[src/rtl/axil_pkg.sv]
// Shared AXI-Lite definitions: response codes and initiator FSM states.
package axil_pkg;

    localparam logic [1:0] RESP_OKAY   = 2'b00;
    localparam logic [1:0] RESP_SLVERR = 2'b10;
    localparam logic [1:0] RESP_DECERR = 2'b11;

    typedef enum logic [2:0] {
        IDLE,
        WR_AW_W,
        WR_B,
        RD_AR,
        RD_R,
        RSP
    } state_t;

    function automatic logic is_wait(state_t s);
        return (s == WR_AW_W) || (s == WR_B) ||
               (s == RD_AR) || (s == RD_R);
    endfunction

endpackage

[src/rtl/axil_cfg_master_if.sv]
// AXI-Lite bus bundle (no strobes: every write is a full word).
interface axil_cfg_master_if #(
    parameter int AW = 4,
    parameter int DW = 32
);
    logic [AW-1:0] awaddr;
    logic          awvalid;
    logic          awready;
    logic [DW-1:0] wdata;
    logic          wvalid;
    logic          wready;
    logic [1:0]    bresp;
    logic          bvalid;
    logic          bready;
    logic [AW-1:0] araddr;
    logic          arvalid;
    logic          arready;
    logic [DW-1:0] rdata;
    logic [1:0]    rresp;
    logic          rvalid;
    logic          rready;

    modport master (
        output awaddr, awvalid, wdata, wvalid, bready,
        output araddr, arvalid, rready,
        input  awready, wready, bresp, bvalid,
        input  arready, rdata, rresp, rvalid
    );

    modport slave (
        input  awaddr, awvalid, wdata, wvalid, bready,
        input  araddr, arvalid, rready,
        output awready, wready, bresp, bvalid,
        output arready, rdata, rresp, rvalid
    );
endinterface

[src/rtl/axil_timeout_ctr.sv]
// Saturating wait-state counter; TIMEOUT_CYCLES of 0 never expires.
module axil_timeout_ctr #(
    parameter int TIMEOUT_CYCLES = 256
) (
    input  logic aclk,
    input  logic aresetn,
    input  logic i_clear,
    input  logic i_enable,
    output logic o_expired
);
    localparam int CW = (TIMEOUT_CYCLES > 0) ?
                        $clog2(TIMEOUT_CYCLES + 1) : 1;
    localparam logic [CW-1:0] LIMIT = CW'(TIMEOUT_CYCLES);

    logic [CW-1:0] r_cnt;

    always_ff @(posedge aclk or negedge aresetn) begin
        if (!aresetn) begin
            r_cnt <= '0;
        end else if (i_clear) begin
            r_cnt <= '0;
        end else if (i_enable && r_cnt != LIMIT) begin
            r_cnt <= r_cnt + CW'(1);
        end
    end

    assign o_expired = (TIMEOUT_CYCLES != 0) && (r_cnt == LIMIT);
endmodule

[src/rtl/axil_cfg_master.sv]
// Single-beat AXI-Lite initiator: one command in, one response out,
// with a wait-state timeout that aborts a hung slave.
module axil_cfg_master
    import axil_pkg::*;
#(
    parameter int C_AXIL_ADDR_WIDTH = 4,
    parameter int C_AXIL_DATA_WIDTH = 32,
    parameter int TIMEOUT_CYCLES    = 256
) (
    input  logic                         aclk,
    input  logic                         aresetn,
    input  logic                         cmd_valid,
    output logic                         cmd_ready,
    input  logic                         cmd_write,
    input  logic [C_AXIL_ADDR_WIDTH-1:0] cmd_addr,
    input  logic [C_AXIL_DATA_WIDTH-1:0] cmd_wdata,
    output logic                         rsp_valid,
    input  logic                         rsp_ready,
    output logic [C_AXIL_DATA_WIDTH-1:0] rsp_rdata,
    output logic [1:0]                   rsp_resp,
    output logic                         rsp_timeout,
    axil_cfg_master_if.master            m_axi
);
    state_t r_state;
    state_t w_state_next;

    logic [C_AXIL_ADDR_WIDTH-1:0] r_addr;
    logic [C_AXIL_DATA_WIDTH-1:0] r_wdata;
    logic [C_AXIL_DATA_WIDTH-1:0] r_rdata;
    logic [1:0]                   r_resp;
    logic                         r_timeout;
    logic                         r_aw_done;
    logic                         r_w_done;

    logic w_awvalid, w_wvalid, w_bready, w_arvalid, w_rready;
    logic w_expired, w_clear, w_enable;
    logic w_aw_hs, w_w_hs, w_b_hs, w_r_hs;

    axil_timeout_ctr #(
        .TIMEOUT_CYCLES(TIMEOUT_CYCLES)
    ) u_tmo (
        .aclk     (aclk),
        .aresetn  (aresetn),
        .i_clear  (w_clear),
        .i_enable (w_enable),
        .o_expired(w_expired)
    );

    // Every state change restarts the wait budget of the next state.
    assign w_clear  = (w_state_next != r_state);
    assign w_enable = is_wait(r_state);

    always_ff @(posedge aclk or negedge aresetn) begin
        if (!aresetn) r_state <= IDLE;
        else          r_state <= w_state_next;
    end

    always_comb begin
        w_state_next = r_state;
        w_awvalid    = 1'b0;
        w_wvalid     = 1'b0;
        w_bready     = 1'b0;
        w_arvalid    = 1'b0;
        w_rready     = 1'b0;
        unique case (r_state)
            IDLE: begin
                if (cmd_valid)
                    w_state_next = cmd_write ? WR_AW_W : RD_AR;
            end
            WR_AW_W: begin
                if (w_expired) begin
                    w_state_next = RSP;
                end else begin
                    w_awvalid = !r_aw_done;
                    w_wvalid  = !r_w_done;
                    if ((r_aw_done || m_axi.awready) &&
                        (r_w_done  || m_axi.wready))
                        w_state_next = WR_B;
                end
            end
            WR_B: begin
                if (w_expired) begin
                    w_state_next = RSP;
                end else begin
                    w_bready = 1'b1;
                    if (m_axi.bvalid) w_state_next = RSP;
                end
            end
            RD_AR: begin
                if (w_expired) begin
                    w_state_next = RSP;
                end else begin
                    w_arvalid = 1'b1;
                    if (m_axi.arready) w_state_next = RD_R;
                end
            end
            RD_R: begin
                if (w_expired) begin
                    w_state_next = RSP;
                end else begin
                    w_rready = 1'b1;
                    if (m_axi.rvalid) w_state_next = RSP;
                end
            end
            RSP: begin
                if (rsp_ready) w_state_next = IDLE;
            end
            default: w_state_next = IDLE;
        endcase
    end

    assign w_aw_hs = w_awvalid && m_axi.awready;
    assign w_w_hs  = w_wvalid  && m_axi.wready;
    assign w_b_hs  = w_bready  && m_axi.bvalid;
    assign w_r_hs  = w_rready  && m_axi.rvalid;

    always_ff @(posedge aclk or negedge aresetn) begin
        if (!aresetn) begin
            r_addr    <= '0;
            r_wdata   <= '0;
            r_rdata   <= '0;
            r_resp    <= RESP_OKAY;
            r_timeout <= 1'b0;
            r_aw_done <= 1'b0;
            r_w_done  <= 1'b0;
        end else begin
            if (r_state == IDLE && cmd_valid) begin
                r_addr    <= cmd_addr;
                r_wdata   <= cmd_wdata;
                r_aw_done <= 1'b0;
                r_w_done  <= 1'b0;
            end
            if (w_aw_hs) r_aw_done <= 1'b1;
            if (w_w_hs)  r_w_done  <= 1'b1;
            if (w_enable && w_expired) begin
                r_resp    <= RESP_SLVERR;
                r_timeout <= 1'b1;
                r_rdata   <= '0;
            end else if (w_b_hs) begin
                r_resp    <= m_axi.bresp;
                r_timeout <= 1'b0;
                r_rdata   <= '0;
            end else if (w_r_hs) begin
                r_resp    <= m_axi.rresp;
                r_timeout <= 1'b0;
                r_rdata   <= m_axi.rdata;
            end
        end
    end

    assign m_axi.awaddr  = r_addr;
    assign m_axi.awvalid = w_awvalid;
    assign m_axi.wdata   = r_wdata;
    assign m_axi.wvalid  = w_wvalid;
    assign m_axi.bready  = w_bready;
    assign m_axi.araddr  = r_addr;
    assign m_axi.arvalid = w_arvalid;
    assign m_axi.rready  = w_rready;

    assign cmd_ready   = (r_state == IDLE);
    assign rsp_valid   = (r_state == RSP);
    assign rsp_rdata   = r_rdata;
    assign rsp_resp    = r_resp;
    assign rsp_timeout = r_timeout;
endmodule

[src/flat_wrapper.sv]
// flat-port wrapper written by rule: the top's interface ports become plain ports
module axil_cfg_master_flat import axil_pkg::*;
#(
    parameter int C_AXIL_ADDR_WIDTH = 4,
    parameter int C_AXIL_DATA_WIDTH = 32,
    parameter int TIMEOUT_CYCLES    = 256
)
  (aclk, aresetn, cmd_valid, cmd_ready, cmd_write, cmd_addr, cmd_wdata, rsp_valid, rsp_ready, rsp_rdata, rsp_resp, rsp_timeout, m_axi_awaddr, m_axi_awvalid, m_axi_wdata, m_axi_wvalid, m_axi_bready, m_axi_araddr, m_axi_arvalid, m_axi_rready, m_axi_awready, m_axi_wready, m_axi_bresp, m_axi_bvalid, m_axi_arready, m_axi_rdata, m_axi_rresp, m_axi_rvalid);
  axil_cfg_master_if #(.AW(4), .DW(32)) m_axi_i ();
  input  logic aclk;
  input  logic aresetn;
  input  logic cmd_valid;
  output logic cmd_ready;
  input  logic cmd_write;
  input  logic [C_AXIL_ADDR_WIDTH-1:0] cmd_addr;
  input  logic [C_AXIL_DATA_WIDTH-1:0] cmd_wdata;
  output logic rsp_valid;
  input  logic rsp_ready;
  output logic [C_AXIL_DATA_WIDTH-1:0] rsp_rdata;
  output logic [1:0] rsp_resp;
  output logic rsp_timeout;
  output wire logic [$bits(m_axi_i.awaddr)-1:0] m_axi_awaddr;
  output wire logic [$bits(m_axi_i.awvalid)-1:0] m_axi_awvalid;
  output wire logic [$bits(m_axi_i.wdata)-1:0] m_axi_wdata;
  output wire logic [$bits(m_axi_i.wvalid)-1:0] m_axi_wvalid;
  output wire logic [$bits(m_axi_i.bready)-1:0] m_axi_bready;
  output wire logic [$bits(m_axi_i.araddr)-1:0] m_axi_araddr;
  output wire logic [$bits(m_axi_i.arvalid)-1:0] m_axi_arvalid;
  output wire logic [$bits(m_axi_i.rready)-1:0] m_axi_rready;
  input wire logic [$bits(m_axi_i.awready)-1:0] m_axi_awready;
  input wire logic [$bits(m_axi_i.wready)-1:0] m_axi_wready;
  input wire logic [$bits(m_axi_i.bresp)-1:0] m_axi_bresp;
  input wire logic [$bits(m_axi_i.bvalid)-1:0] m_axi_bvalid;
  input wire logic [$bits(m_axi_i.arready)-1:0] m_axi_arready;
  input wire logic [$bits(m_axi_i.rdata)-1:0] m_axi_rdata;
  input wire logic [$bits(m_axi_i.rresp)-1:0] m_axi_rresp;
  input wire logic [$bits(m_axi_i.rvalid)-1:0] m_axi_rvalid;
  assign m_axi_awaddr = m_axi_i.awaddr;
  assign m_axi_awvalid = m_axi_i.awvalid;
  assign m_axi_wdata = m_axi_i.wdata;
  assign m_axi_wvalid = m_axi_i.wvalid;
  assign m_axi_bready = m_axi_i.bready;
  assign m_axi_araddr = m_axi_i.araddr;
  assign m_axi_arvalid = m_axi_i.arvalid;
  assign m_axi_rready = m_axi_i.rready;
  assign m_axi_i.awready = m_axi_awready;
  assign m_axi_i.wready = m_axi_wready;
  assign m_axi_i.bresp = m_axi_bresp;
  assign m_axi_i.bvalid = m_axi_bvalid;
  assign m_axi_i.arready = m_axi_arready;
  assign m_axi_i.rdata = m_axi_rdata;
  assign m_axi_i.rresp = m_axi_rresp;
  assign m_axi_i.rvalid = m_axi_rvalid;
  axil_cfg_master #(.C_AXIL_ADDR_WIDTH(C_AXIL_ADDR_WIDTH), .C_AXIL_DATA_WIDTH(C_AXIL_DATA_WIDTH), .TIMEOUT_CYCLES(TIMEOUT_CYCLES)) u_core (.aclk(aclk), .aresetn(aresetn), .cmd_valid(cmd_valid), .cmd_ready(cmd_ready), .cmd_write(cmd_write), .cmd_addr(cmd_addr), .cmd_wdata(cmd_wdata), .rsp_valid(rsp_valid), .rsp_ready(rsp_ready), .rsp_rdata(rsp_rdata), .rsp_resp(rsp_resp), .rsp_timeout(rsp_timeout), .m_axi(m_axi_i));
endmodule
[config.mk]
export PLATFORM = sky130hd
export DESIGN_NAME = axil_cfg_master_flat
export DESIGN_NICKNAME = d
export VERILOG_FILES = /design/src/rtl/axil_pkg.sv /design/src/rtl/axil_cfg_master_if.sv /design/src/rtl/axil_timeout_ctr.sv /design/src/rtl/axil_cfg_master.sv /design/src/flat_wrapper.sv
export SDC_FILE = /design/constraint.sdc
export NUM_CORES = 1
export LEC_CHECK = 0
export BUFFER_PORTS_ARGS = -buffer_cell sky130_fd_sc_hd__buf_2
export CELL_PAD_IN_SITES_DETAIL_PLACEMENT = 2
export CELL_PAD_IN_SITES_GLOBAL_PLACEMENT = 2
export CORE_MARGIN = 10
export CORE_UTILIZATION = 31
export DETAILED_ROUTE_END_ITERATION = 8
export GPL_TIMING_DRIVEN = 1
export PLACE_DENSITY_LB_ADDON = 0.1
export REMOVE_ABC_BUFFERS = 1
export SYNTH_ARGS = -nofsm -noshare
export SYNTH_HDL_FRONTEND = slang
export SYNTH_HIERARCHICAL = 1
export SYNTH_SLANG_ARGS = --single-unit
[constraint.sdc]
create_clock -name aclk -period 6.56 [get_ports aclk]
set_input_delay 0.328 -clock aclk [delete_from_list [all_inputs] [get_ports aclk]]
set_output_delay 0.328 -clock aclk [all_outputs]
set_load 0.02 [all_outputs]
==> results.tsv <==
metric	value	unit
use_met3	8.685	%
fin_util	42.69	%
max_freq	299.6	MHz
cp_top_family	compound AO/OA/AOI/OAI gates	
muxShareOfSynthArea	13.34	%
finalHoldViolCount	0	
routed_wl	11920	um
clk_pin_slew_worst_paths	60	ps
synth-main-ff-cell	dfrtp_1	
fin_tns_setup	0	ps
met1_usage	15.37	%
tightest_slew	1074	ps
synth-xor-area-share	0.4849	%
multi_input_area	0.001334	sq mm
cp_num_buf_inv	1	
route.detailed.drc	0	
peakVddDrop	0.0002381	V
overflow	0	
core	0.01142	sq mm
synthCells	284	
dr.first_iter.drc_count	113	
first_pass_iters	3	
ys_warn_count	6	
fin_skew	4.651	ps
synth-simple-area-share	8.694	%
nFillCells	1221	
grt_pass1_wl	18770	um
nets	526	
num_vias	2911	
avgViaCountPerCell	4.909	
fin_area	0.004875	sq mm
grt_setup_unrepaired	no	
io-pin-count	164	
grt_pass1_vias	3355	
synth-compound-area-share	13.58	%
synth_seq_cells	85	
cp_slowest_cell	o221ai_1	
synth-edff-count	0	
wire_per_inst	20.10	um
cts_resized	0	
critical_path.max_fanout	12	
seq_area_frac_synth	58.88	%
die_area	0.01637	sq mm
clock_sinks	85	
cts_tree	yes	
clock_path_buffers	2	
htree_num_levels	3	
synth_common_cells	dfrtp_1, a22o_1, mux2_2	
grtUsageTotal	14.71	%
area_growth	34.95	%
synth_top_family_by_area	compound AO/OA/AOI/OAI gates	
path_class	reg2reg	
yosys.area.top_type	dfrtp_1	
grtUsageMet2	24.32	%
top_usage_layer	met2	
status	finished, final reports clean	
power.density	501.7	mW/mm^2
ant_nets	0	
syn_area	0.003612	sq mm
synth_most_common_cell	dfrtp_1	
critical_path_required	6790	ps
finalCriticalPeriod	3338	ps
clk_latency	340	ps
min-delay-start	cmd_wdata[28]	
critical_path.cell_chain	or4_4 -> nor4_1 -> buf_4 -> nor2b_1 -> o22a_1 -> o221a_2 -> and3_1 -> o221ai_1 -> nor2_1 -> mux2_2	
placed_cell_area	0.004522	sq mm
place.gp.congestion	0.7329	
setup.worst_path.start_class	register	
timing.slew.headroom	28.37	%
die_h	127.9	um
synthAdderAreaFrac	0.6928	%
synthArstFlopShare	100.0	%
synthDistinctLibCells	42	
synth.area.top_cells	dfrtp_1, mux2_2, a22o_1, mux2_1, nand2_1	
final_max_slew_viol_count	0	
cts-root-buf	clkbuf_16	
cts_made_buffers	9	
initial_core_util	31.63	%
syn_area_per_cell	12.72	sq um
port_buffers	163	
rows	39	
antenna_found_initial	4	
dp_hpwl	8957	um
min_path_type	in2reg	
setup-violations-final	0	
leakagePower	2.443	nW
end_kind	register	
drv_cap	0	
fp.dieW	127.9	um
grt_max_degree	85	
cpPeakStageDelay	770	ps
layout-drive-gt1-share	48.99	%
regArea	0.002127	sq mm
final.period_utilization	50.89	%
synth_top_area_share	58.88	%
arrival	3560	ps
worstSetupStartpoint	u_core/u_tmo/r_cnt[3]	
r2r_start	u_core/u_tmo/r_cnt[3]	
-- logic make-up (layout without fill, tap and decap cells) --
logic type,Yosys count,after routing
flops,85,85
simple gates,62,62
compound gates,61,61
mux,43,43
buf+inv,29,192
fa+ha+maj,2,2
xor+xnor,2,2
other cells,0,3
-- flip-flops by register name, summed over array words and instances, names as in the netlist --
signal / flops
u_core/m_axi.wdata: 32
u_core/rsp_rdata: 32
u_core/u_tmo/r_cnt: 9
u_core/m_axi.araddr: 4
u_core/r_state: 3
u_core/rsp_resp: 2
u_core/r_aw_done: 1
u_core/r_w_done: 1
u_core/rsp_timeout: 1
-- through the flow --
step                hold WS (ps)  power (mW)  std cells  setup slack, ps
floorplan                  32.41       1.497        262             2622
detailed placement         109.0       1.911        573             3154
global route               190.8       2.616        591             2855
finish                     200.9       2.445        593             3222
global placement           107.7       1.874        573             3277
CTS                        185.4       2.496        590             3144
-- cell usage in the layout, fill, tap and decap left out, drive strengths merged, types with 2 or more instances in the layout --
cell / count
a21oi: 8
a22o: 33
and3: 2
buf: 168
bufinv: 2
clkbuf: 11
clkinvlp: 3
dfrtp: 85
diode: 3
ha: 2
inv: 7
mux2: 38
mux2i: 5
nand2: 17
nand2b: 8
nand4: 2
nor2: 15
nor2b: 3
nor3: 5
nor4: 2
o211ai: 2
o21ai: 2
o221ai: 2
o22a: 2
o22ai: 2
o2bb2ai: 2
o31ai: 2
or3: 2
or4: 3
xor2: 2
-- cell type report --
cell class | count | share of cell area [%]
antenna | 3 | 0.1540
clock buffer | 11 | 5.185
clock inverter | 5 | 1.694
inverter | 7 | 0.5390
multi-input combinational | 170 | 27.36
sequential | 85 | 43.63
tap | 143 | 3.670
timing repair buffer | 169 | 17.76
-- where the power goes --
group          internal, mW  switching (mW)
Combinational         0.409           0.612
Clock                 0.354           0.210
Sequential            0.722           0.138
Total                  1.49           0.960
-- path summary, 6_finish.rpt --
| kind | cells after the start | end | slack, ps |
|---|---|---|---|
| worst max register to register | 10 | u_core/u_tmo/r_cnt[8] | 3220 |
| max in group asynchronous | 3 | u_core/r_w_done | 5050 |
| worst min register to register | 2 | u_core/rsp_timeout | 490 |
| min in group asynchronous | 2 | u_core/rsp_rdata[31] | 310 |
| worst max-delay path | 10 | u_core/u_tmo/r_cnt[8] | 3220 |
| worst min-delay path | 2 | u_core/m_axi.wdata[28] | 200 |
-- worst reg2reg max path, stage by stage (launching register included) --
cell and delay, ps:
dfrtp_1 410, or4_4 560, nor4_1 190, buf_4 220
nor2b_1 70, o22a_1 180, o221a_2 260, and3_1 170
o221ai_1 770, nor2_1 110, mux2_2 290
-- timing repair --
item                                   in CTS  in global routing
endpoints found under the hold margin       1                  0
hold buffers                                1                  0
setup buffers                               0                  0
-- layer usage --
layer | vias up | routed length, um
met5 | - | 0
met1 | 1471 | 4476
li1 | 1344 | -
met2 | 86 | 6078
met4 | 0 | 123
met3 | 10 | 1238
No activity file was read; power rests on OpenSTA's default activity.
